<file path="config.mk">
export PLATFORM = sky130hd
export DESIGN_NAME = dma_ch_sched
export DESIGN_NICKNAME = d
export VERILOG_FILES = /design/src/rtl/dma_ch_sched.sv
export SDC_FILE = /design/constraint.sdc
export NUM_CORES = 1
export LEC_CHECK = 0
export CORE_ASPECT_RATIO = 2
export CORE_MARGIN = 2
export CORE_UTILIZATION = 31
export DETAILED_ROUTE_END_ITERATION = 10
export GPL_TIMING_DRIVEN = 0
export SLEW_MARGIN = 20
export SYNTH_ARGS = -nofsm -noshare
export SYNTH_HDL_FRONTEND = slang
export SYNTH_SLANG_ARGS = --single-unit
</file>
<file path="constraint.sdc">
create_clock -name wb_clk_i -period 12.2 [get_ports wb_clk_i]
set_input_delay 1.22 -clock wb_clk_i [delete_from_list [all_inputs] [get_ports wb_clk_i]]
set_output_delay 1.22 -clock wb_clk_i [all_outputs]
set_load 0.01 [all_outputs]
</file>
<file path="src/rtl/dma_ch_sched.sv">
// dma_ch_sched: per-channel length tracking, burst splitting and
// round-robin grant of one in-flight burst to the SGDMA TLP engine.
module dma_ch_sched #(
  parameter int NUM_CH  = 2,
  parameter int LEN_W   = 24,
  parameter int TIMEOUT = 4096
) (
  input  logic                    wb_clk_i,
  input  logic                    wb_rst_n_i,
  input  logic [NUM_CH-1:0]       ch_start,
  input  logic [NUM_CH*LEN_W-1:0] ch_len,
  input  logic [11:0]             max_payload,
  input  logic                    abort,
  input  logic [NUM_CH-1:0]       dma_req,
  input  logic                    burst_done,
  output logic [NUM_CH-1:0]       dma_ack,
  output logic [1:0]              active_ch,
  output logic [15:0]             burst_len,
  output logic                    enable,
  output logic [NUM_CH-1:0]       ch_busy,
  output logic [NUM_CH-1:0]       ch_done,
  output logic                    err
);

  localparam int IW = (NUM_CH > 1) ? $clog2(NUM_CH) : 1;
  localparam int CW = (LEN_W > 16) ? LEN_W : 16;
  localparam int WW = $clog2(TIMEOUT) + 1;

  typedef enum logic [1:0] {
    IDLE,
    GRANT,
    BURST
  } state_t;

  state_t            state;
  logic [LEN_W-1:0]  rem [NUM_CH];
  logic [IW-1:0]     rr;
  logic [IW-1:0]     idx;
  logic [IW-1:0]     pick;
  logic [IW-1:0]     c;
  logic              found;
  logic [WW-1:0]     wd;
  logic [NUM_CH-1:0] elig;
  logic [CW-1:0]     rem_cur;
  logic [CW-1:0]     mp_ext;
  logic [CW-1:0]     blen;
  logic [CW-1:0]     rem_nxt;

  assign elig = ch_busy & dma_req;

  // First eligible channel at or after the round-robin pointer.
  always_comb begin
    pick  = '0;
    found = 1'b0;
    c     = '0;
    for (int k = 0; k < NUM_CH; k++) begin
      c = IW'((32'(rr) + k) % NUM_CH);
      if (!found && elig[c]) begin
        found = 1'b1;
        pick  = c;
      end
    end
  end

  // Burst size for the latched channel and its post-burst remainder.
  always_comb begin
    rem_cur = CW'(rem[idx]);
    mp_ext  = CW'(max_payload);
    blen    = (rem_cur < mp_ext) ? rem_cur : mp_ext;
    rem_nxt = rem_cur - CW'(burst_len);
  end

  // Channel bookkeeping, grant FSM and watchdog.
  always_ff @(posedge wb_clk_i or negedge wb_rst_n_i) begin
    if (!wb_rst_n_i) begin
      state     <= IDLE;
      rr        <= '0;
      idx       <= '0;
      wd        <= '0;
      dma_ack   <= '0;
      active_ch <= '0;
      burst_len <= '0;
      enable    <= 1'b0;
      ch_busy   <= '0;
      ch_done   <= '0;
      err       <= 1'b0;
      for (int i = 0; i < NUM_CH; i++)
        rem[i] <= '0;
    end else begin
      ch_done <= '0;
      err     <= 1'b0;
      if (abort) begin
        state     <= IDLE;
        dma_ack   <= '0;
        enable    <= 1'b0;
        burst_len <= '0;
        ch_busy   <= '0;
        for (int i = 0; i < NUM_CH; i++)
          rem[i] <= '0;
      end else begin
        for (int i = 0; i < NUM_CH; i++) begin
          if (ch_start[i] && !ch_busy[i]) begin
            if (ch_len[i*LEN_W +: LEN_W] == '0) begin
              ch_done[i] <= 1'b1;
            end else begin
              rem[i]     <= ch_len[i*LEN_W +: LEN_W];
              ch_busy[i] <= 1'b1;
            end
          end
        end
        unique case (state)
          IDLE: begin
            if (found) begin
              idx   <= pick;
              state <= GRANT;
            end
          end
          GRANT: begin
            burst_len <= blen[15:0];
            active_ch <= 2'(idx);
            dma_ack   <= NUM_CH'(1) << idx;
            enable    <= 1'b1;
            wd        <= '0;
            state     <= BURST;
          end
          BURST: begin
            if (burst_done) begin
              dma_ack  <= '0;
              enable   <= 1'b0;
              rem[idx] <= rem_nxt[LEN_W-1:0];
              rr       <= (idx == IW'(NUM_CH - 1)) ? '0 : idx + 1'b1;
              if (rem_nxt == '0) begin
                ch_busy[idx] <= 1'b0;
                ch_done[idx] <= 1'b1;
              end
              state <= IDLE;
            end else if (wd == WW'(TIMEOUT - 1)) begin
              err          <= 1'b1;
              ch_busy[idx] <= 1'b0;
              rem[idx]     <= '0;
              dma_ack      <= '0;
              enable       <= 1'b0;
              state        <= IDLE;
            end else begin
              wd <= wd + 1'b1;
            end
          end
          default: state <= IDLE;
        endcase
      end
    end
  end

endmodule

</file>
==> results.yml, run 1 <==
critical_path:
  startpoint_type: "register"
  crit_type: "register to register"
  worstPathCellList: "buf_2 -> buf_2 -> clkbuf_1 -> buf_1 -> mux2_2 -> ha_1 -> clkbuf_1 -> a21oi_1 -> o21ai_2 -> a221oi_2 -> and3b_1 -> nor2_1 -> or4_1 -> nor4b_2 -> nand4_1 -> nor4b_1"
  cp_data_arrival_time_ns: 5.97
  critPathSlowestCell: "buf_1"
  slowest_delay_ns: 0.61
  cp.required_ns: 12.41
  critical_path_peak_fanout: 10
  end_kind: "register"
yosys:
  synth-compound-area-share_pct: 17.4
  async_flop_share_pct: 100
  synth.distinct_cells: 67
  synth_edf_count: 0
  synth_top_area_share_pct: 34.5
  synthSimpleGateAreaFrac_pct: 20.5
  synth_most_common_cell: "nor2_1"
  syn-num-nets: 854
  synth_top_area_cell: "dfrtp_1"
  ys.warnings.count: 0
  synthTopCellsByArea: "dfrtp_1, mux2i_1, nor2_1"
  muxShareOfSynthArea_pct: 13.4
  synth_commonest_cells: "nor2_1, dfrtp_1, mux2i_1"
  synth_xor_area_share_pct: 2.69
  ys_ff_latch: 90
  avgSynthCellArea_um2: 8.65
  ys_seq_area_share_pct: 34.5
  synth_adder_area_share_pct: 6.25
  synth_area_um2: 6520
  synth_flop_cell: "dfrtp_1"
  synth_top_family_by_area: "simple AND/OR/NAND/NOR gates"
  netlist_instances: 754
timing:
  fin_skew_ns: 0.0114
  rsz0062_at_grt: "false"
  finalMaxSlewViolations: 0
  tightest_slew_ns: 1.08
  finalSetupTns_ns: 0
  relSlewSlack_pct: 27.6
  hold_violations: 0
  min_period_over_period_pct: 47.2
  fmax_mhz: 174
  fin_crit_ns: 5.76
  finalSetupViolCount: 0
  hold_slack_ns: 0.484
clock_tree:
  clkTransAtPathRegs_ns: 0.07
  clock_path_buffers: 2
  hold_buffers: 0
  cts.sinks: 90
  clk_latency_ns: 0.37
  cts_resized: 0
  cts-root-buf: "clkbuf_16"
  cts_setup_buffers: 0
  cts_tree: "done"
  cts_buffers: 9
  h-tree-depth: 3
route:
  postRouteAntennaNets: 0
  drc_errors: 0
  via_per_inst: 5.37
  dr.first_iter.drc_count: 356
  drt-total-wl_um: 23300
  wl_per_cell_um: 20.6
  vias: 6084
  first_pass_iters: 4
cells_and_area:
  diodes: 0
  area_delta_synth_final_pct: 24.3
  final_nets: 958
  drive_above_1_share_pct: 7.65
grt:
  gr-usage-all-layers_pct: 21.5
  grt_pass1_vias: 6288
  grt_pass1_wl_um: 35800
  grt_overflow: 0
  antenna_found_initial: 0
  grt_max_degree: 69
floorplan:
  die_width_um: 107
  rows: 75
  initial_core_util_pct: 31.3
  ioPinCount: 94
  die-area_um2: 22300
  core-area_um2: 20800
  die_h_um: 209
place:
  gp_congestion: 0.968
  io_buffers: 92
  dpl.hpwl_um: 18600
power_and_ir_drop:
  power.density_nw_per_um2: 138
  p_leak_nw: 3.67
  peakVddDrop_mv: 0.0802
hold_path:
  hold_path_class: "register to register"
run:
  drv_cap: 0
run_status:
  status: "completed"
-- per-layer routing --
metal | up-vias | share of wire (%) | GRT usage (%)
met1 | 2899 | 35 | 21.5
met2 | 198 | 54 | 40.0
li1 | 2920 | - | -
met3 | 67 | 4.2 | 3.40
met5 | - | 0 | 0
met4 | 0 | 6.4 | 13.7
-- path summary, 6_finish.rpt --
| check | from | end | slack (ns) | cells after the start |
|---|---|---|---|---|
| max | idx | ch_busy[1] | 6.44 | 16 |
| min | active_ch[0] | active_ch[0] | 0.48 | 2 |
| max reg2reg | idx | ch_busy[1] | 6.44 | 16 |
| min reg2reg | active_ch[0] | active_ch[0] | 0.48 | 2 |
| max in group asynchronous | wb_rst_n_i | burst_len[14] | 10.85 | 2 |
| min in group asynchronous | wb_rst_n_i | dma_ack[1] | 0.70 | 1 |
-- where the power goes --
part	internal, mW	switching [mW]	total (mW)
registers	0.317	0.0169	0.334
clock network	0.152	0.134	0.286
logic	0.194	0.301	0.495
-- through the flow --
stage	area, µm²	power, mW	utilization (%)	worst slack (ns)	cells
2_1_floorplan	6520	0.659	-	8.03	754
5_1_grt	8100	1.18	38.9	6.21	1132
3_5_place_dp	7810	0.829	37.5	6.57	1116
3_3_place_gp	7780	0.826	37.3	6.26	1115
6_report	8100	1.12	38.9	6.44	1132
4_1_cts	8100	1.12	38.9	6.54	1132
-- critical path, delay by kind of cell, from the launching register on --
| family | cells | cell delay (ns) |
|---|---|---|
| AO/OA/AOI/OAI | 3 | 0.89 |
| flip-flops | 1 | 0.44 |
| multiplexers | 1 | 0.47 |
| adder cells (fa/ha/maj) | 1 | 0.28 |
| AND/OR/NAND/NOR | 6 | 1.62 |
| buffers and inverters | 5 | 1.89 |
-- placed cells by master (no fill, tap or decap), drive strengths merged, types with 7 or more instances in the layout --
master,count
a21oi,53
and3,7
buf,20
clkbuf,36
clkdlybuf4s50,91
dfrtp,90
ha,31
inv,38
mux2,16
mux2i,69
nand2,50
nand2b,7
nand3,14
nand4,9
nor2,109
nor2b,7
nor3,16
nor4,22
o21a,7
o21ai,36
o22a,22
or3,8
xnor2,11
xor2,9
-- registers in the layout (all words and copies together), names as in the netlist --
register	cells
active_ch	1
burst_len	16
ch_busy	2
ch_done	2
dma_ack	2
enable	1
err	1
idx	1
rem	48
rr	1
state	2
wd	13
-- cell type report --
type                    count  area (µm²)
fillers                  2130       12700
inverters                  35         131
plain buffers              43         205
repair buffers             93         950
clock inverters             5        42.5
multi-input cells         586        3930
well taps                 269         337
flip-flops and latches     90        2250
clock buffers              11         253
-- kinds of logic after synthesis --
group           Yosys count
simple gates            276
compound gates          172
flops                    90
mux                      85
buf+inv                  78
fa+ha+maj                32
xor+xnor                 20
other cells               1
Power figures use the tool's default switching activity.
==> run 2: changes to the inputs <==
==> constraint.sdc (replaced) <==
create_clock -name wb_clk_i -period 5.2 [get_ports wb_clk_i]
set_input_delay 0.52 -clock wb_clk_i [delete_from_list [all_inputs] [get_ports wb_clk_i]]
set_output_delay 0.52 -clock wb_clk_i [all_outputs]
set_load 0.01 [all_outputs]
==> run 2 against run 1 <==
  * Wire length about the same
  * Critical path depth decreased by 2
  * Clock-buffer cell count unchanged
  * Power increased by 140%
  * Die area stayed put
  * Critical path type unchanged
  * Maximum frequency grew 15%
  * Flip-flop and latch count unchanged
  * Hold slack worse by 0.00076 ns
  * Final cell count is the same
  * Setup slack worse by 6.3 ns
  * Design area grew 0.23%
==> results.yml, run 2 (synthesized netlist as in run 1, its figures left out) <==
clock_tree:
  cts_setup_buffers: 0
  clk_latency_ns: 0.37
  clkTransAtPathRegs_ns: 0.07
  cts_buffers: 9
  clock_path_buffers: 2
  cts_tree: "done"
  cts-root-buf: "clkbuf_16"
  cts.sinks: 90
  h-tree-depth: 3
timing:
  fin_crit_ns: 5.03
  finalMaxSlewViolations: 0
  hold_violations: 0
  finalSetupViolCount: 0
  hold_slack_ns: 0.483
  min_period_over_period_pct: 96.6
  fmax_mhz: 199
  rsz0062_at_grt: "false"
  fin_skew_ns: 0.0121
  relSlewSlack_pct: 29.0
  tightest_slew_ns: 1.05
grt:
  gr-usage-all-layers_pct: 21.4
  grt_pass1_wl_um: 35700
  grt_pass1_vias: 6290
  grt_max_degree: 69
  antenna_found_initial: 0
  grt_overflow: 0
power_and_ir_drop:
  p_seq_share_pct: 29.9
  pwr-share-clk_pct: 25.6
  fin_total_pwr_mw: 2.62
  p_leak_nw: 3.68
  swShare_pct: 40.5
  combPwrFrac_pct: 44.5
  power_switching_mw: 1.06
  p_int_mw: 1.56
  peakVddDrop_mv: 0.189
  power.density_nw_per_um2: 323
run_status:
  status: "completed"
route:
  dr.first_iter.drc_count: 340
  drc_errors: 0
  postRouteAntennaNets: 0
  via_per_inst: 5.38
  drt-total-wl_um: 23300
  vias: 6087
  first_pass_iters: 5
  wl_per_cell_um: 20.6
cells_and_area:
  drive_above_1_share_pct: 7.88
  area_delta_synth_final_pct: 24.5
  final_common_cell: "nor2_1"
  final_core_util_pct: 39.0
  diodes: 0
  regMostFlops: "rem"
  largest_register_ffs: 48
  mostFrequentLayoutCells: "nor2_1, clkdlybuf4s50_1, dfrtp_1"
  final_nets: 958
  reg_top3: "rem x48, burst_len x16, wd x13"
floorplan:
  die_width_um: 107
  die_h_um: 209
  die-area_um2: 22300
  core-area_um2: 20800
  initial_core_util_pct: 31.3
  rows: 75
  ioPinCount: 94
place:
  dpl.hpwl_um: 18600
  gp_congestion: 0.968
  io_buffers: 92
critical_path:
  startpoint_type: "register"
  crit_type: "register to register"
  end_kind: "register"
  cp_data_arrival_time_ns: 5.24
  critical_path_peak_fanout: 19
  cp.required_ns: 5.42
hold_path:
  hold_path_class: "register to register"
run:
  drv_cap: 0
-- run 2: worst paths after layout --
| path | slack [ns] | startpoint | depth (start not counted) | end |
|---|---|---|---|---|
| max in group asynchronous | 3.96 | wb_rst_n_i | 3 | burst_len[14] |
| min in group asynchronous | 0.58 | wb_rst_n_i | 2 | ch_done[1] |
| max reg2reg | 0.17 | idx | 14 | ch_busy[1] |
| max | 0.17 | idx | 14 | ch_busy[1] |
| min reg2reg | 0.48 | active_ch[0] | 2 | active_ch[0] |
| min | 0.48 | active_ch[0] | 2 | active_ch[0] |
-- run 2: routing by layer --
layer  wire length (µm)  part of all wire [%]  up-vias  track usage, %
li1                   -                     -     2925               -
met1               8210                    35     2903            21.4
met2              12700                    55      187            40.1
met3                948                   4.1       72            3.31
met4               1440                   6.2        0            13.4
met5                  0                     0        -               0
-- run 2: what timing repair did --
action	4_1_cts	5_1_grt
endpoints found under the setup margin	4	4
resized for setup	2	3
hold endpoints to repair	13	0
hold buffers	1	0
-- run 2: area by class of cell --
class / instances / area, µm²
Buffer: 42 / 208
Clock buffer: 11 / 253
Clock inverter: 5 / 42.5
Fill cell: 2132 / 12700
Inverter: 35 / 131
Multi-Input combinational cell: 586 / 3940
Sequential cell: 90 / 2250
Tap cell: 269 / 337
Timing Repair Buffer: 94 / 960
-- run 2: per-stage QoR --
stage | setup TNS, ns | area [µm²] | cells | setup slack [ns]
floorplan | 0 | 6520 | 754 | 1.03
global placement | -3.94 | 7780 | 1115 | -0.452
detailed placement | -1.32 | 7810 | 1116 | -0.426
CTS | 0 | 8120 | 1132 | 0.0860
global route | 0 | 8120 | 1132 | 0.0550
finish | 0 | 8120 | 1132 | 0.174
-- run 2: worst max-delay path: stages (launching register included) --
cell,delay (ns)
dfrtp_1,0.44
buf_2,0.30
buf_4,0.33
buf_2,0.34
mux2_2,0.42
ha_1,0.33
nor2b_1,0.20
o31a_1,0.31
o21a_1,0.26
o31ai_1,0.36
nor2_1,0.22
or4_1,0.55
nor4b_2,0.31
nand4_1,0.28
nor4b_1,0.23
-- run 2: power by group through the flow --
stage / clock, mW / sequential (mW) / combinational (mW)
3_3_place_gp: 0 / 0.796 / 1.14
4_1_cts: 0.684 / 0.783 / 1.16
6_report: 0.671 / 0.784 / 1.17
5_1_grt: 0.712 / 0.789 / 1.26
2_1_floorplan: 0 / 0.787 / 0.760
3_5_place_dp: 0 / 0.797 / 1.15
==> run 3: changes to the inputs <==
--- a/config.mk
+++ b/config.mk
@@ -8,6 +8,7 @@
 export CORE_ASPECT_RATIO = 2
 export CORE_MARGIN = 2
 export CORE_UTILIZATION = 31
+export CTS_BUF_LIST = sky130_fd_sc_hd__clkbuf_2
 export DETAILED_ROUTE_END_ITERATION = 10
 export GPL_TIMING_DRIVEN = 0
 export SLEW_MARGIN = 20
==> run 3 against run 2 <==
  * Critical path depth is the same
  * Final cell count is essentially flat
  * Utilization shrank 0.95 points
  * First-iteration DRC count grew 7.9%
  * Maximum frequency shrank 1.5%
  * Wire length grew 0.29%
  * Critical endpoint unchanged
  * Largest cell class unchanged
  * Largest power group unchanged
  * Highest routed layer unchanged
==> results.yml, run 3 (synthesized netlist as in run 1, its figures left out) <==
run_status:
  status: "completed"
floorplan:
  core-area_um2: 20800
  die_h_um: 209
  die_width_um: 107
  ioPinCount: 94
  die-area_um2: 22300
  initial_core_util_pct: 31.3
  rows: 75
power_and_ir_drop:
  power.density_nw_per_um2: 292
  p_leak_nw: 3.60
  peakVddDrop_mv: 0.0906
timing:
  fmax_mhz: 196
  finalMaxSlewViolations: 0
  rsz0062_at_grt: "false"
  tightest_slew_ns: 1.01
  min_period_over_period_pct: 98.1
  hold_violations: 0
  fin_skew_ns: 0.0549
  fin_crit_ns: 5.10
  finalSetupViolCount: 0
  worst_slack_ns: 0.100
  relSlewSlack_pct: 31.8
clock_tree:
  cts_buffers: 9
  cts.sinks: 90
  clkTransAtPathRegs_ns: 0.30
  clk_latency_ns: 0.71
  cts_setup_buffers: 0
  cts_tree: "done"
  cts-root-buf: "clkbuf_2"
  h-tree-depth: 3
  clock_path_buffers: 2
cells_and_area:
  drive_above_1_share_pct: 7.65
  area_delta_synth_final_pct: 21.5
  regMostFlops: "rem"
  largest_register_ffs: 48
  final_common_cell: "nor2_1"
  final_nets: 958
  reg_top3: "rem x48, burst_len x16, wd x13"
  mostFrequentLayoutCells: "nor2_1, clkdlybuf4s50_1, dfrtp_1"
  fin_area_um2: 7920
  final_core_util_pct: 38.0
critical_path:
  end_kind: "register"
  startpoint_type: "register"
  crit_end: "ch_busy[1]"
  critPathSlowestCell: "or4_1"
  critical_path_peak_fanout: 19
  r2r-start: "idx"
  worstSetupStartpoint: "idx"
  slowest_delay_ns: 0.56
  reg2reg_slack_ns: 0.10
  crit_type: "register to register"
  worstPathCellList: "buf_2 -> buf_4 -> buf_2 -> mux2_2 -> ha_1 -> nor2b_1 -> o31a_1 -> o21a_1 -> o31ai_1 -> nor2_1 -> or4_1 -> nor4b_2 -> nand4_1 -> nor4b_1"
  timing.critical_path.max_delay_family: "simple AND/OR/NAND/NOR gates"
  worstReg2RegEnd: "ch_busy[1]"
  path_buf_inv: 3
  r2r_cells: 14
  path_depth: 14
  crit_top_cell: "buf_2"
  cp.required_ns: 5.77
  cp_data_arrival_time_ns: 5.67
route:
  postRouteAntennaNets: 0
  vias: 6166
  dr.first_iter.drc_count: 367
  via_per_inst: 5.44
  drt-total-wl_um: 23400
  first_pass_iters: 5
  drc_errors: 0
  wl_per_cell_um: 20.6
grt:
  grt_max_degree: 69
  grt_overflow: 0
  grt_pass1_wl_um: 35700
  grt_pass1_vias: 6282
  antenna_found_initial: 1
  gr-usage-all-layers_pct: 21.4
place:
  dpl.hpwl_um: 18600
  io_buffers: 92
  gp_congestion: 0.968
  post-place-ws_ns: -0.426
  placedInstanceArea_um2: 7810
hold_path:
  hold_path_class: "input pin to async pin"
run:
  drv_cap: 0
## run 3: final cells by class
class,count,area (µm²)
antenna,1,2.50
buffer,42,208
clock buffer,9,45.0
clock inverter,7,50.0
fill,2146,12900
inverter,35,131
multi-input combinational,586,3940
sequential,90,2250
tap,269,337
timing repair buffer,94,960
## run 3: timing repair
item	in CTS	in global routing
endpoints found under the setup margin	4	4
gates resized for setup	2	3
hold endpoints to repair	82	0
hold buffers	1	0
## run 3: worst register-to-register path, delay by kind of cell (launching register included)
kind                       cells  cell delay [ns]
and+or+nand+nor                6             1.79
AOI/OAI and AO/OA              3             0.97
buffers and inverters          3             0.97
adders and majority gates      1             0.33
DFF                            1             0.50
muxes                          1             0.42
## run 3: routing by layer
layer	routed length, µm	vias up	share of wire [%]	GRT usage, %
met4	1280	0	5.5	12.0
li1	-	2929	-	-
met2	12900	208	55	40.7
met5	0	-	0	0
met1	8280	2964	35	21.5
met3	959	65	4.1	3.31
## run 3: where the power goes
group / total [mW] / switching (mW) / internal [mW] / leakage (nW)
Sequential: 0.786 / 0.0401 / 0.746 / 1.22
Combinational: 1.17 / 0.710 / 0.460 / 2.32
Clock: 0.359 / 0.293 / 0.0663 / 0.0584
Total: 2.31 / 1.04 / 1.27 / 3.60
## run 3: worst min-delay path by stage
stage                              end
final                           wd[10]
after global routing             wd[7]
after CTS                   dma_ack[0]
after detailed placement    ch_done[1]
after global placement    active_ch[0]
after floorplan           active_ch[0]
## run 3: stage by stage
| step | TNS (ns) | hold WS, ns | total power [mW] | instances |
|---|---|---|---|---|
| after detailed placement | -1.32 | 0.395 | 1.95 | 1116 |
| final | 0 | 0.180 | 2.31 | 1133 |
| after global placement | -3.94 | 0.472 | 1.94 | 1115 |
| after floorplan | 0 | 0.224 | 1.55 | 754 |
| after global routing | 0 | 0.160 | 2.45 | 1133 |
| after CTS | 0 | 0.140 | 2.31 | 1132 |
